===== src/rtl/fixed_to_float.sv =====
// Converts a two's-complement fixed-point value to IEEE-754 single precision by
// sign/magnitude split followed by one-bit-per-cycle normalisation (exact, no rounding).
module fixed_to_float #(
    parameter int FLOAT_DATA_WIDTH  = 32,
    parameter int INTEGER_WIDTH     = 4,
    parameter int FRACTIONAL_WIDTH  = 20,
    parameter int CORDIC_DATA_WIDTH = INTEGER_WIDTH + FRACTIONAL_WIDTH
) (
    input  logic                                clk,
    input  logic                                rst,
    input  logic                                clk_en,
    input  logic signed [CORDIC_DATA_WIDTH-1:0] data_fixed,
    output logic        [FLOAT_DATA_WIDTH-1:0]  result,
    output logic                                done,
    output logic                                busy
);

    localparam int W = CORDIC_DATA_WIDTH;
    // Exponent of the un-normalised magnitude when its MSB is taken as the hidden one.
    localparam logic [7:0] EXP_INIT = 8'(W - 1 - FRACTIONAL_WIDTH + 127);

    typedef enum logic [1:0] {IDLE, LOAD, NORM, OUT} state_t;

    state_t state, state_nxt;

    logic signed [W-1:0] data_p0;
    logic                sign_p1;
    logic        [W-1:0] mag_p1;
    logic        [7:0]   exp_p1;

    function automatic logic [W-1:0] abs_mag(input logic signed [W-1:0] x);
        // The most-negative input wraps to 2^(W-1), which is the correct unsigned magnitude.
        return x[W-1] ? $unsigned(-x) : $unsigned(x);
    endfunction

    function automatic logic [31:0] pack_float(input logic       s,
                                               input logic [7:0] e,
                                               input logic [W-2:0] m);
        logic [22:0] frac;
        frac = 23'(m) << (24 - W);
        return {s, e, frac};
    endfunction

    always_comb begin
        state_nxt = state;
        case (state)
            IDLE: if (clk_en) state_nxt = LOAD;
            LOAD: state_nxt = (data_p0 == '0) ? OUT : NORM;
            NORM: if (mag_p1[W-1]) state_nxt = OUT;
            OUT:  state_nxt = IDLE;
            default: state_nxt = IDLE;
        endcase
    end

    always_ff @(posedge clk or negedge rst) begin
        if (!rst) begin
            state <= IDLE;
            busy  <= 1'b0;
            done  <= 1'b0;
        end else begin
            state <= state_nxt;
            busy  <= (state_nxt != IDLE);
            done  <= (state == OUT);
        end
    end

    always_ff @(posedge clk or negedge rst) begin
        if (!rst) begin
            data_p0 <= '0;
            sign_p1 <= 1'b0;
            mag_p1  <= '0;
            exp_p1  <= '0;
            result  <= '0;
        end else begin
            case (state)
                IDLE: if (clk_en) data_p0 <= data_fixed;
                LOAD: begin
                    sign_p1 <= data_p0[W-1];
                    mag_p1  <= abs_mag(data_p0);
                    exp_p1  <= (data_p0 == '0) ? 8'd0 : EXP_INIT;
                end
                NORM: if (!mag_p1[W-1]) begin
                    mag_p1 <= mag_p1 << 1;
                    exp_p1 <= exp_p1 - 8'd1;
                end
                OUT: result <= FLOAT_DATA_WIDTH'(pack_float(sign_p1, exp_p1, mag_p1[W-2:0]));
                default: ;
            endcase
        end
    end

endmodule


===== config.mk =====
export PLATFORM = sky130hd
export DESIGN_NAME = fixed_to_float
export DESIGN_NICKNAME = d
export VERILOG_FILES = /design/src/rtl/fixed_to_float.sv
export SDC_FILE = /design/constraint.sdc
export NUM_CORES = 1
export LEC_CHECK = 0
export BUFFER_PORTS_ARGS = -buffer_cell sky130_fd_sc_hd__clkbuf_2
export CAP_MARGIN = 20
export CORE_MARGIN = 2
export CORE_UTILIZATION = 50
export CTS_CLUSTER_DIAMETER = 30
export DETAILED_ROUTE_END_ITERATION = 10
export GPL_ROUTABILITY_DRIVEN = 1
export GPL_TIMING_DRIVEN = 0
export PLACE_DENSITY = 0.82
export SYNTH_ARGS = -nofsm -noshare
export SYNTH_HDL_FRONTEND = slang
export SYNTH_SLANG_ARGS = --single-unit

===== constraint.sdc =====
create_clock -name clk -period 2.28 [get_ports clk]
set_input_delay 0.456 -clock clk [delete_from_list [all_inputs] [get_ports clk]]
set_output_delay 0.456 -clock clk [all_outputs]
set_load 0.05 [all_outputs]

==> flow_metrics.py <==
metrics = {
    "critical_path": {
        "required_ns": 2.51,
        "r2r_setup_slack_ns": 0.16,
        "worst-r2r-cell-count": 5,
        "critPathLaunchType": "register",
        "crit_start": "data_p0[15]$_DFFE_PN0P_",
        "critical_path.endpoint": "mag_p1[22]$_DFFE_PN0P_",
        "rr_endpoint": "mag_p1[22]$_DFFE_PN0P_",
        "path_max_fanout": 8,
        "path_class": "register to register",
        "end_kind": "register",
        "r2r_start": "data_p0[15]$_DFFE_PN0P_",
        "crit_arrival_ns": 2.35,
    },
    "global_route": {
        "antenna_found_initial": 0,
        "grt_pass1_vias": 3164,
        "overflow": 0,
        "grt_max_degree": 64,
        "grt_pass1_wl_um": 15700,
        "track_usage_pct": 20.7,
    },
    "routing": {
        "wire_per_inst_um": 16.9,
        "num_vias": 3185,
        "routed_via_density": 5.77,
        "drc": 0,
        "firstDrtPassIters": 4,
        "drtIter0Drc": 205,
        "routed_wl_um": 9350,
        "ant_nets": 0,
    },
    "power": {
        "vdd_drop_max_mv": 0.787,
        "pwr_density_cell_mw_per_mm2": 1670,
        "p_leak_uw": 0.00227,
    },
    "clock_tree": {
        "numCtsBuffers": 9,
        "clock_latency_ns": 0.36,
        "cts_sinks": 93,
        "cts_tree": "done",
        "htree_levels": 3,
        "holdBufCountCts": 0,
        "clk_path_buf_depth": 2,
        "ctsRootBufferMaster": "clkbuf_8",
        "clk_pin_slew_ns": 0.09,
    },
    "sta": {
        "max_freq_mhz": 471,
        "rsz0062_at_grt": "false",
        "clock-skew-final_ns": 0.0105,
        "finalCriticalPeriod_ns": 2.12,
        "finalSetupViolCount": 0,
        "tightestPinTransition_ns": 0.600,
        "slew_headroom_pct": 59.9,
        "final.period_utilization_pct": 93.0,
        "hold_viol_final": 0,
        "slew_violations": 0,
    },
    "synthesis": {
        "async_flop_share_pct": 100,
        "synth_nets": 402,
        "synth-seq-cells": 93,
        "synth_top_cell_by_area": "dfrtp_1",
        "synth.distinct_cells": 42,
        "yosysSeqAreaShare_pct": 53.7,
        "ys_warn_count": 0,
        "synthFlopType": "dfrtp_1",
        "yosys-top-cells-area": "dfrtp_1 (54%), mux2_2 (15%), mux2i_1 (3.5%)",
        "yosys.area.top_type_share_pct": 53.7,
        "synth_area_mm2": 0.00434,
        "syn_area_per_cell_um2": 11.8,
        "synth-edff-count": 0,
        "synth_cells": 368,
    },
    "run": {
        "cap_violations": 0,
    },
    "final_layout": {
        "seqCellArea_mm2": 0.00233,
        "antenna_cells": 0,
        "syn_to_final_growth_pct": 16.7,
        "stdcell_count": 552,
        "drive_gt1_share_pct": 34.7,
        "fin_nets": 477,
        "fin_util_pct": 61.0,
        "multi_input_area_mm2": 0.00192,
        "n_fill_cell": 658,
    },
    "place": {
        "gp_congestion": 0.860,
        "post-dp-hpwl_um": 6790,
        "placed_cells": 534,
        "io_buffers": 60,
    },
    "die": {
        "core-area_mm2": 0.00830,
        "die_area_mm2": 0.00943,
        "die_w_um": 97.1,
        "die_h_um": 97.1,
        "placementRows": 33,
        "io_pins": 61,
        "start_util_pct": 52.3,
    },
    "status": {
        "status": "completed",
    },
    "worst_hold_path": {
        "hold_path_class": "primary input to asynchronous set/reset pin",
    },
}
[worst min-delay path by stage]
stage / from / endpoint / slack (ns) / cells after the start
global route: rst / result[29]$_DFFE_PN0P_ / 0.08 / 1
global placement: result[24]$_DFFE_PN0P_ / result[24]$_DFFE_PN0P_ / 0.49 / 1
CTS: rst / result[29]$_DFFE_PN0P_ / 0.07 / 1
floorplan: rst / busy$_DFF_PN0_ / 0.16 / 0
finish: rst / result[29]$_DFFE_PN0P_ / 0.05 / 1
detailed placement: rst / result[29]$_DFFE_PN0P_ / 0.46 / 1
[cell usage after synthesis, types with 5 or more instances]
library cell / number
nor4_1: 6
nor2b_1: 5
buf_1: 6
o21ai_1: 6
clkbuf_1: 12
nand2_1: 20
mux2i_1: 15
a21oi_1: 15
dfrtp_1: 93
inv_1: 9
nor2_1: 24
xor2_1: 10
nor3_1: 6
ha_1: 7
o21ai_0: 16
mux2_2: 59
a22oi_1: 11
[through the flow]
step / hold WS [ns] / setup WS (ns) / TNS (ns) / power, uW / instance area (um2)
after global placement: 0.489 / -0.314 / -28.58 / 7070 / 4770
after detailed placement: 0.460 / -0.365 / -4.23 / 7270 / 4800
after global routing: 0.0801 / 0.0826 / 0 / 8990 / 5060
after floorplan: 0.160 / 0.329 / 0 / 6180 / 4340
after CTS: 0.0657 / 0.00989 / 0 / 8390 / 5010
final: 0.0509 / 0.159 / 0 / 8460 / 5060
[worst max-delay path, cell delays in order (launching register included)]
cell and delay [ns]:
dfrtp_1 0.47, or4_4 0.60, or4_4 0.46, nor2_1 0.17
mux2i_1 0.22, o21ai_1 0.07
[flip-flops by register name, summed over array words and instances (netlist names)]
signal and flops:
busy 1, data_p0 24, done 1, exp_p1 8, mag_p1 24, result 32
sign_p1 1, state 2
[logic make-up (layout without fill, tap and decap cells)]
group | count (synthesis) | in the layout | synth area share [%]
buffers and inverters | 28 | 107 | 2.60
adders and majority gates | 7 | 7 | 2.02
xor gates and xnor gates | 14 | 14 | 2.83
AOI/OAI and AO/OA | 73 | 73 | 10.7
and+or+nand+nor | 79 | 79 | 9.41
muxes | 74 | 74 | 18.8
DFF | 93 | 93 | 53.7
[layout make-up]
class	count	share of cell area [%]
flip-flops and latches	93	46.0
multi-input cells	247	38.0
repair buffers	65	7.37
clock buffers	13	3.53
well taps	105	2.60
plain buffers	18	1.58
inverters	9	0.667
clock inverters	2	0.321
[per-layer routing]
metal | global-route usage, % | share of wire [%] | vias to the layer above
met1 | 28.0 | 43 | 1574
met5 | 0 | 0 | -
li1 | - | - | 1478
met2 | 33.1 | 49 | 121
met3 | 4.60 | 6.5 | 12
met4 | 7.48 | 1.7 | 0
[timing repair]
item / CTS / global route
buffers inserted: 0 / 4
hold endpoints to repair: 0 / 0
pin swaps: 1 / 2
setup endpoints to repair: 19 / 17
cloned: 0 / 0
resized for setup: 6 / 4
[placed cells by master (no fill, tap or decap), types with 5 or more instances in the layout]
master / instances
clkbuf_8: 13
inv_1: 9
a21oi_1: 15
dfrtp_1: 93
o21ai_0: 16
clkbuf_2: 62
xor2_1: 10
ha_1: 7
nand2_1: 20
buf_1: 5
o21ai_1: 6
nor3_1: 6
nor2_1: 23
clkbuf_1: 8
mux2_2: 59
nor4_1: 5
mux2i_1: 15
a22oi_1: 11
[power breakdown]
group          internal, uW  leakage, uW  total [uW]  switching (uW)
clock network           512    0.0000977        1070             554
registers              2440      0.00113        3230             792
logic                  1630      0.00104        4170            2540
Power figures use the tool's default switching activity.
